File: config.mk
export PLATFORM = sky130hd
export DESIGN_NAME = dlbf_slave_framer
export DESIGN_NICKNAME = d
export VERILOG_FILES = /design/src/rtl/dlbf_pkg.sv /design/src/rtl/dlbf_axis_skid.sv /design/src/rtl/dlbf_slave_framer.sv
export SDC_FILE = /design/constraint.sdc
export NUM_CORES = 1
export LEC_CHECK = 0
export ABC_AREA = 1
export BUFFER_PORTS_ARGS = -buffer_cell sky130_fd_sc_hd__buf_2
export CAP_MARGIN = 25
export CORE_MARGIN = 4
export CORE_UTILIZATION = 40
export DETAILED_ROUTE_END_ITERATION = 8
export PLACE_DENSITY = 0.68
export RECOVER_POWER = 100
export SLEW_MARGIN = 10
export SYNTH_ARGS = -nofsm -noshare
export SYNTH_HDL_FRONTEND = slang
export SYNTH_SLANG_ARGS = --single-unit
File: constraint.sdc
create_clock -name s_axis_clk -period 7.8 [get_ports s_axis_clk]
set_input_delay 0 -clock s_axis_clk [delete_from_list [all_inputs] [get_ports s_axis_clk]]
set_output_delay 0 -clock s_axis_clk [all_outputs]
set_load 0.005 [all_outputs]
File: src/rtl/dlbf_pkg.sv
// Shared types and sizes for the dlbf slave-side framing stage.
package dlbf_pkg;

    typedef enum logic [1:0] {
        ST_IDLE = 2'd0,
        ST_RUN  = 2'd1,
        ST_DONE = 2'd2
    } state_e;

    localparam int FRAME_LEN_DEF = 1536;
    localparam int FRAME_W       = 12;
    localparam int BEAT_W        = 16;

endpackage

File: src/rtl/dlbf_axis_skid.sv
// Two-entry register slice: the head entry drives the output directly, the
// second entry catches the beat accepted while the output is stalled.
module dlbf_axis_skid #(
    parameter int W = 8
) (
    input  logic         clk,
    input  logic         rst,
    input  logic         in_fire,
    input  logic [W-1:0] in_data,
    input  logic         out_ready,
    output logic         out_valid,
    output logic [W-1:0] out_data,
    output logic [1:0]   occ,
    output logic [1:0]   occ_next
);

    logic [W-1:0] head_q, head_d;
    logic [W-1:0] skid_q, skid_d;
    logic [1:0]   occ_q, occ_d;
    logic         valid_q, valid_d;
    logic         out_fire;

    assign out_fire = valid_q && out_ready;

    always_comb begin
        head_d = head_q;
        skid_d = skid_q;
        occ_d  = occ_q;
        case (occ_q)
            2'd0: begin
                if (in_fire) begin
                    head_d = in_data;
                    occ_d  = 2'd1;
                end
            end
            2'd1: begin
                if (in_fire && out_fire) begin
                    head_d = in_data;
                end else if (in_fire) begin
                    skid_d = in_data;
                    occ_d  = 2'd2;
                end else if (out_fire) begin
                    occ_d = 2'd0;
                end
            end
            default: begin
                // Full: the skid entry moves up; a concurrent input refills it.
                if (out_fire) begin
                    head_d = skid_q;
                    if (in_fire) begin
                        skid_d = in_data;
                    end else begin
                        occ_d = 2'd1;
                    end
                end
            end
        endcase
        valid_d = (occ_d != 2'd0);
    end

    always_ff @(posedge clk or posedge rst) begin
        if (rst) begin
            head_q  <= '0;
            skid_q  <= '0;
            occ_q   <= 2'd0;
            valid_q <= 1'b0;
        end else begin
            head_q  <= head_d;
            skid_q  <= skid_d;
            occ_q   <= occ_d;
            valid_q <= valid_d;
        end
    end

    assign out_valid = valid_q;
    assign out_data  = head_q;
    assign occ       = occ_q;
    assign occ_next  = occ_d;

endmodule

File: src/rtl/dlbf_slave_framer.sv
// Armed AXI4-Stream framer: passes niter frames of FRAME_LEN beats (or runs
// forever when niter is 0), regenerates TLAST and flags incoming TLAST errors.
module dlbf_slave_framer
    import dlbf_pkg::*;
#(
    parameter int TDATA_WIDTH = 64,
    parameter int TKEEP_WIDTH = TDATA_WIDTH / 8,
    parameter int FRAME_LEN   = FRAME_LEN_DEF
) (
    input  logic                   s_axis_clk,
    input  logic                   slave_rst,
    input  logic                   start,
    input  logic [FRAME_W-1:0]     niter,
    input  logic                   s_axis_tvalid,
    output logic                   s_axis_tready,
    input  logic [TDATA_WIDTH-1:0] s_axis_tdata,
    input  logic [TKEEP_WIDTH-1:0] s_axis_tkeep,
    input  logic                   s_axis_tlast,
    output logic                   m_axis_tvalid,
    input  logic                   m_axis_tready,
    output logic [TDATA_WIDTH-1:0] m_axis_tdata,
    output logic [TKEEP_WIDTH-1:0] m_axis_tkeep,
    output logic                   m_axis_tlast,
    output logic                   busy,
    output logic                   done,
    output logic [FRAME_W-1:0]     frame_count,
    output logic [BEAT_W-1:0]      beat_count,
    output logic                   tlast_err,
    output state_e                 dbg_state
);

    // Handshake: a beat moves on either port only in a cycle where valid and
    // ready are both 1; a raised valid holds itself and its payload until then.

    localparam int PW = TDATA_WIDTH + TKEEP_WIDTH + 1;
    localparam logic [BEAT_W-1:0] LAST_BEAT = BEAT_W'(FRAME_LEN - 1);

    state_e               state_q, state_d;
    logic [FRAME_W-1:0]   niter_q, niter_d;
    logic [BEAT_W-1:0]    beat_q, beat_d;
    logic [FRAME_W-1:0]   in_frame_q, in_frame_d;
    logic [FRAME_W-1:0]   frame_q, frame_d;
    logic                 err_q, err_d;
    logic                 s_ready_q, s_ready_d;
    logic                 busy_q, busy_d;
    logic                 done_q, done_d;

    logic                 in_fire;
    logic                 out_fire;
    logic                 beat_last;
    logic                 stop_d;
    logic [1:0]           occ, occ_next;
    logic [PW-1:0]        skid_out;

    assign in_fire   = s_axis_tvalid && s_ready_q;
    assign out_fire  = m_axis_tvalid && m_axis_tready;
    assign beat_last = (beat_q == LAST_BEAT);

    dlbf_axis_skid #(.W(PW)) u_skid (
        .clk       (s_axis_clk),
        .rst       (slave_rst),
        .in_fire   (in_fire),
        .in_data   ({s_axis_tdata, s_axis_tkeep, beat_last}),
        .out_ready (m_axis_tready),
        .out_valid (m_axis_tvalid),
        .out_data  (skid_out),
        .occ       (occ),
        .occ_next  (occ_next)
    );

    assign {m_axis_tdata, m_axis_tkeep, m_axis_tlast} = skid_out;

    always_comb begin
        state_d    = state_q;
        niter_d    = niter_q;
        beat_d     = beat_q;
        in_frame_d = in_frame_q;
        frame_d    = frame_q;
        err_d      = err_q;
        case (state_q)
            ST_RUN: begin
                if (in_fire) begin
                    beat_d = beat_last ? '0 : beat_q + BEAT_W'(1);
                    if (beat_last) begin
                        in_frame_d = in_frame_q + FRAME_W'(1);
                    end
                    if (s_axis_tlast != beat_last) begin
                        err_d = 1'b1;
                    end
                end
                if (out_fire && m_axis_tlast) begin
                    frame_d = frame_q + FRAME_W'(1);
                end
                if ((niter_q != '0) && (frame_q == niter_q) && (occ == 2'd0)) begin
                    state_d = ST_DONE;
                end
            end
            default: begin
                if (start) begin
                    state_d    = ST_RUN;
                    niter_d    = niter;
                    beat_d     = '0;
                    in_frame_d = '0;
                    frame_d    = '0;
                    err_d      = 1'b0;
                end
            end
        endcase
        // Ready looks at next-cycle occupancy so a full slice never sees a new beat.
        stop_d    = (niter_d != '0) && (in_frame_d == niter_d);
        s_ready_d = (state_d == ST_RUN) && (occ_next != 2'd2) && !stop_d;
        busy_d    = (state_d == ST_RUN);
        done_d    = (state_d == ST_DONE);
    end

    always_ff @(posedge s_axis_clk or posedge slave_rst) begin
        if (slave_rst) begin
            state_q    <= ST_IDLE;
            niter_q    <= '0;
            beat_q     <= '0;
            in_frame_q <= '0;
            frame_q    <= '0;
            err_q      <= 1'b0;
            s_ready_q  <= 1'b0;
            busy_q     <= 1'b0;
            done_q     <= 1'b0;
        end else begin
            state_q    <= state_d;
            niter_q    <= niter_d;
            beat_q     <= beat_d;
            in_frame_q <= in_frame_d;
            frame_q    <= frame_d;
            err_q      <= err_d;
            s_ready_q  <= s_ready_d;
            busy_q     <= busy_d;
            done_q     <= done_d;
        end
    end

    assign s_axis_tready = s_ready_q;
    assign busy          = busy_q;
    assign done          = done_q;
    assign frame_count   = frame_q;
    assign beat_count    = beat_q;
    assign tlast_err     = err_q;
    assign dbg_state     = state_q;

endmodule

# Word level (Yosys, flattened, before mapping)
# Cells that the tools add are included.
# op_classes
add_sub_neg,3
mul,0
div,0
magnitude_cmp,0
n_eq_ne,15
shift,0
n_mux,35
n_bitwise,1
n_reduce_logical,22
# ops
op,count
$mux W73,6
$pmux W73 S2,2
$mux W12,9
$mux W16,4
$add A12 B1 Y12 const B,2
$eq A12 B12 Y1,2
$reduce_bool A12 Y1,2
$mux W2,9
$add A16 B1 Y16 const B,1
$eq A16 B11 Y1 const B,1
$logic_and A1 B1 Y1,9
$reduce_and A3 Y1,3
$ne A2 B2 Y1 const B,4
$eq A2 B1 Y1 const B,3
$ne A2 B1 Y1 const B,3
$reduce_bool A2 Y1,3
$mux W1,4
$pmux W2 S2,1
$reduce_and A2 Y1,2
$reduce_bool A3 Y1,1
$eq A2 B2 Y1 const B,1
$logic_not A2 Y1,1
$logic_not A1 Y1,1
$ne A1 B1 Y1,1
$not A1 Y1,1
# totals
reg_bits,207
latch_bits,0
ram_bits,0
romBits,0
inputBits,90
elab_cells,89
memories,0

# Logic depth before layout (Yosys ltp)
# logic_depth
depth_word,8
depth_mapped,15
ltp_nobuf,15

# Cells and area by module
# A second synthesis with hierarchy kept.
# hier_totals
hier_cells,1370
area_unflattened_um2,10326.2
# modules_own_cells
module,n_inst,cells_each,area_each_um2,seq_area_each_um2
dlbf_axis_skid,1,877,6651.4,3728.6
dlbf_slave_framer,1,493,3674.8,1451.4

# Worst setup path after synthesis
# No wires, ideal clock.
# synth_timing
kind,reg2reg
start,reg beat_q[0] (netlist: beat_count[0])
end,reg s_ready_q (netlist: s_axis_tready)
arrival_ns,1.671
required_time_ns,7.678
setup_slack_ns,6.007
stages_incl_launch_ff,16
synth_period_minus_slack_ns,1.793
path_cell_list,dfrtp_1 > ha_1 > nand3_1 > inv_1 > nand2_1 > nor2_1 > buf_4 > nand3_1 > nand2_1 > nand2_1 > nand2_1 > nand2_1 > nor2_1 > nand2_1 > nor2_1 > a21oi_1
# synth_between
elab_chain_len,8
# synth_lines
item,line,text
from (decl),dlbf_slave_framer.sv:40,"logic [BEAT_W-1:0] beat_q, beat_d;"
from (signal assigned),dlbf_slave_framer.sv:130,beat_q <= beat_d;
$eq A16 B11 Y1,dlbf_slave_framer.sv:57,assign beat_last = (beat_q == LAST_BEAT);
$mux W12,dlbf_slave_framer.sv:84,if (beat_last) begin
$mux W12,dlbf_slave_framer.sv:82,if (in_fire) begin
$mux W12,dlbf_slave_framer.sv:80,case (state_q)
via in_frame_d[8],dlbf_slave_framer.sv:41,"logic [FRAME_W-1:0] in_frame_q, in_frame_d;"
$eq A12 B12 Y1,dlbf_slave_framer.sv:110,stop_d = (niter_d != '0) && (in_frame_d == niter_d);
$logic_and A1 B1 Y1,dlbf_slave_framer.sv:110,
$logic_not A1 Y1,dlbf_slave_framer.sv:111,s_ready_d = (state_d == ST_RUN) && (occ_next != 2'd2) && !stop_d;
$logic_and A1 B1 Y1,dlbf_slave_framer.sv:111,
via s_ready_d,dlbf_slave_framer.sv:44,"logic s_ready_q, s_ready_d;"
to (signal assigned),dlbf_slave_framer.sv:134,s_ready_q <= s_ready_d;
to (decl),dlbf_slave_framer.sv:44,
# The timed path passes the listed nets, and every way through them passes these cells.
# A chain may end at the register's enable or synchronous reset.

# Worst setup path in the final report
# layout_timing
start,reg u_skid.occ_q[1] (netlist: u_skid.occ[1])
end,reg u_skid.skid_q[69]
# layout_between
elab_chain_len,3
# layout_lines
item,line,text
from (decl),dlbf_axis_skid.sv:19,"logic [1:0] occ_q, occ_d;"
from (signal assigned),dlbf_axis_skid.sv:65,occ_q <= 2'd0;
from (signal assigned),dlbf_axis_skid.sv:70,occ_q <= occ_d;
$eq A2 B1 Y1 or $logic_not A2 Y1 (tied branches),dlbf_axis_skid.sv:29,case (occ_q)
"$ne A2 B2 Y1 (no line), or another cell as far along",-,
$reduce_and A3 Y1 (no line),-,
to (signal assigned),dlbf_axis_skid.sv:69,skid_q <= skid_d;
to (decl),dlbf_axis_skid.sv:18,"logic [W-1:0] skid_q, skid_d;"
# Parallel ways exist; a longest one is shown, timed or not.

==> reports/qor.txt <==
outcome -> finished with violations
failing checks -> max-capacitance violations, max-slew violations
number of global-route vias before repair -> 8160
post-synthesis sequential area ratio -> 0.540
Critical Path End Type -> flop
RePlAce Congestion -> 0.876
crit-path max cell delay -> 1960 ps
cts repair resizes -> 0
Post-synth ARST share -> 1.00
min Tclk post-route -> 4900 ps
Clock Pin Slew Worst Setup and Hold Paths -> 60 ps
Worst Skew -> 11.1 ps
via count -> 8318
VDD IR max -> 0.000222 V
Post-route DRC -> 0
register area -> 0.00518 mm^2
Slew Limit Headroom -> -0.769
routed wl met3 -> 1610 um
Yosys reg bits -> 207
share of the synthesized area in the top cell type -> 0.540
num rows -> 56
core area -> 0.0235 mm^2
Slew Limit Fails -> 118
syn avg cell area -> 9.01 um^2
initial antenna violation count -> 0
Multi-input gate area -> 0.00382 mm^2
Mapped Nets -> 1157
Routed met2 length -> 11700 um
Synth area leaders -> dfrtp_1 (54%), nand2_1 (11%), mux2_2 (8.5%)
drt pass-1 iters -> 5
Seq pwr share -> 0.416
crit path launch type -> flop
Post-synth EDFFs -> 0
NetSw -> 1.51 mW
worst slew pin tran -> 2650 ps
critical path class -> flop to flop
port bufs -> 197
WP buf/inv -> 2
Power Density -> 350 mW/mm^2
fillers -> 2161
CTS tree -> built
maximum clock path buffer count -> 3
Cell Area, Synth -> 0.00959 mm^2
nets@finish -> 1431
P_int -> 2.83 mW
Tot GR Track Use -> 0.186
Syn-to-layout area delta -> 29.1%
Root Buffer Master -> clkbuf_16
DR vias/cell -> 4.98
fin util -> 0.526
Die Y -> 163 um
cell at the slowest stage of the critical path -> clkbuf_1
Setup WS pre-CTS -> 4850 ps
die area -> 0.0265 mm^2
Crit path max-delay family -> buffers and inverters
Ports -> 198
Peak Freq -> 204 MHz
CP Data Arrival Time -> 5280 ps
Final Worst Setup Slack -> 2900 ps
HPWL after detailed placement -> 16200 um
pin count of the biggest net entering global routing -> 138
Net Sw Frac -> 0.348
Die Width -> 163 um
met1 WL -> 11000 um
first-pass GRT wire length -> 41000 um
maxcap violations -> 3
crit share post-route -> 0.628
clock share of power -> 0.248
Post-DRT Antenna Nets -> 0
total power -> 4.34 mW
antenna cells -> 0
leakage -> 5.77 nW
unrepaired setup endpoints after global routing -> no
Clock Latency Late Sink -> 510 ps
H-tree depth -> 1
global route total overflow -> 0
layout cells sized above 1 -> 0.195
worst-path cell chain -> buf_4 > o21ai_0 > nand3_1 > clkbuf_1 > mux2_2
Clock Sinks -> 207
Setup TNS -> 0 ps
Netlist cell types -> 40
CP max FO -> 78
HP Class -> input pin to flop
critical path required time -> 8190 ps
Ys Warns -> 0
initial core utilization -> 0.407
DRT Wirelength -> 25000 um
Fin. Hold Viols -> 0
Mapped Cells -> 1064
Max Used Layer -> met4
routed len/inst -> 15.0 um
Final setup viols -> 0
Gate power share -> 0.336
main flop type after synthesis -> dfrtp_1
CTS Buf Count -> 24
Yosys top cell by area -> dfrtp_1
DRT iter0 DRCs -> 617
## power by group through the flow
stage / combinational (mW) / sequential, mW / clock, mW
2_1_floorplan: 0.967 / 1.77 / 0
3_3_place_gp: 1.41 / 1.80 / 0
3_5_place_dp: 1.47 / 1.81 / 0
4_1_cts: 1.50 / 1.80 / 1.11
5_1_grt: 1.66 / 1.86 / 1.16
6_report: 1.46 / 1.81 / 1.08
## layout by cell type (no fill, tap or decap), types with 2 or more instances in the layout
master and count:
a21oi_1 19, a22oi_1 2, a31oi_1 74, and3_1 2, buf_16 2, buf_2 131
buf_4 3, clkbuf_1 73, clkbuf_16 24, clkbuf_8 5, clkinv_2 4, clkinvlp_2 2
dfrtp_1 206, dlygate4sd3_1 88, ha_1 3, inv_1 87, inv_2 3, mux2_2 72
mux2i_1 2, nand2_1 272, nand3_1 44, nand3b_1 2, nand4_1 12, nor2_1 143
nor2_2 2, nor2_4 3, nor2_8 2, nor3_1 9, nor3b_1 2, nor4_1 4
o21ai_0 28, o22ai_1 3, o32ai_1 2, or2_2 3, xnor2_1 4, xor2_1 5
## cell families (layout without fill, tap and decap cells)
| kind of cell | Yosys count | after routing | synth area share |
|---|---|---|---|
| flops | 207 | 207 | 0.540 |
| buf+inv | 137 | 425 | 0.0579 |
| fa+ha+maj | 3 | 3 | 0.00391 |
| simple gates | 503 | 503 | 0.223 |
| xor+xnor | 9 | 9 | 0.00822 |
| mux | 74 | 74 | 0.0866 |
| compound gates | 131 | 131 | 0.0806 |
## worst min-delay path, stage by stage
cell and delay, ps:
buf_2 70, nand2_1 130, a21oi_1 180, nor3_1 90
## final cells by class
cell class                      count  share of cell area
Clock inverter                      7             0.00606
Multi-Input combinational cell    720               0.308
Timing Repair Buffer              293               0.151
Tap cell                          319              0.0322
Inverter                           92              0.0281
Clock buffer                       33              0.0553
Sequential cell                   207               0.419
## Yosys cell counts (all sizes together) (3+ instances only)
cell,number
nand2,274
dfrtp,207
nor2,150
inv,91
a31oi,74
mux2,72
nand3,45
o21ai,29
buf,26
a21oi,19
clkbuf,19
nand4,12
nor3,9
xor2,5
nor4,4
xnor2,4
ha,3
o22ai,3
or2,3
## metrics by stage
stage | hold slack [ps] | cells | area, um^2
after floorplan | 150 | 1064 | 9590
after global placement | 247 | 1540 | 10800
after detailed placement | 251 | 1541 | 10900
after CTS | 13.8 | 1668 | 12500
after global routing | 54.5 | 1671 | 12400
final | 24.0 | 1671 | 12400
## final timing paths
kind,startpoint,end,slack (ps),cells after the start
min in group asynchronous,slave_rst,u_skid.out_data[49],820,4
max in group asynchronous,slave_rst,u_skid.skid_q[69],5000,6
max reg2reg,u_skid.occ[1],u_skid.skid_q[69],2900,5
min reg2reg,tlast_err,tlast_err,490,2
max,u_skid.occ[1],u_skid.skid_q[69],2900,5
min,m_axis_tready,u_skid.occ[1],20,4
## state kept, by name, indices dropped and copies added, names as in the netlist, 2 cells and up
name and flops:
u_skid.skid_q 73, dbg_state 2, frame_count 12, in_frame_q 12
u_skid.occ 2, u_skid.out_data 73, niter_q 12, beat_count 16
## layer usage
| layer | global-route usage | vias to the layer above |
|---|---|---|
| met4 | 0.0564 | 0 |
| li1 | - | 4053 |
| met1 | 0.255 | 3949 |
| met2 | 0.301 | 263 |
| met5 | 0 | - |
| met3 | 0.0357 | 53 |
## timing repair
item / 4_1_cts / 5_1_grt
hold buffers: 87 / 1
buffers inserted: 0 / 0
endpoints found under the setup margin: 0 / 0
hold endpoints to repair: 298 / 24
(Power assumes the default switching activity.)
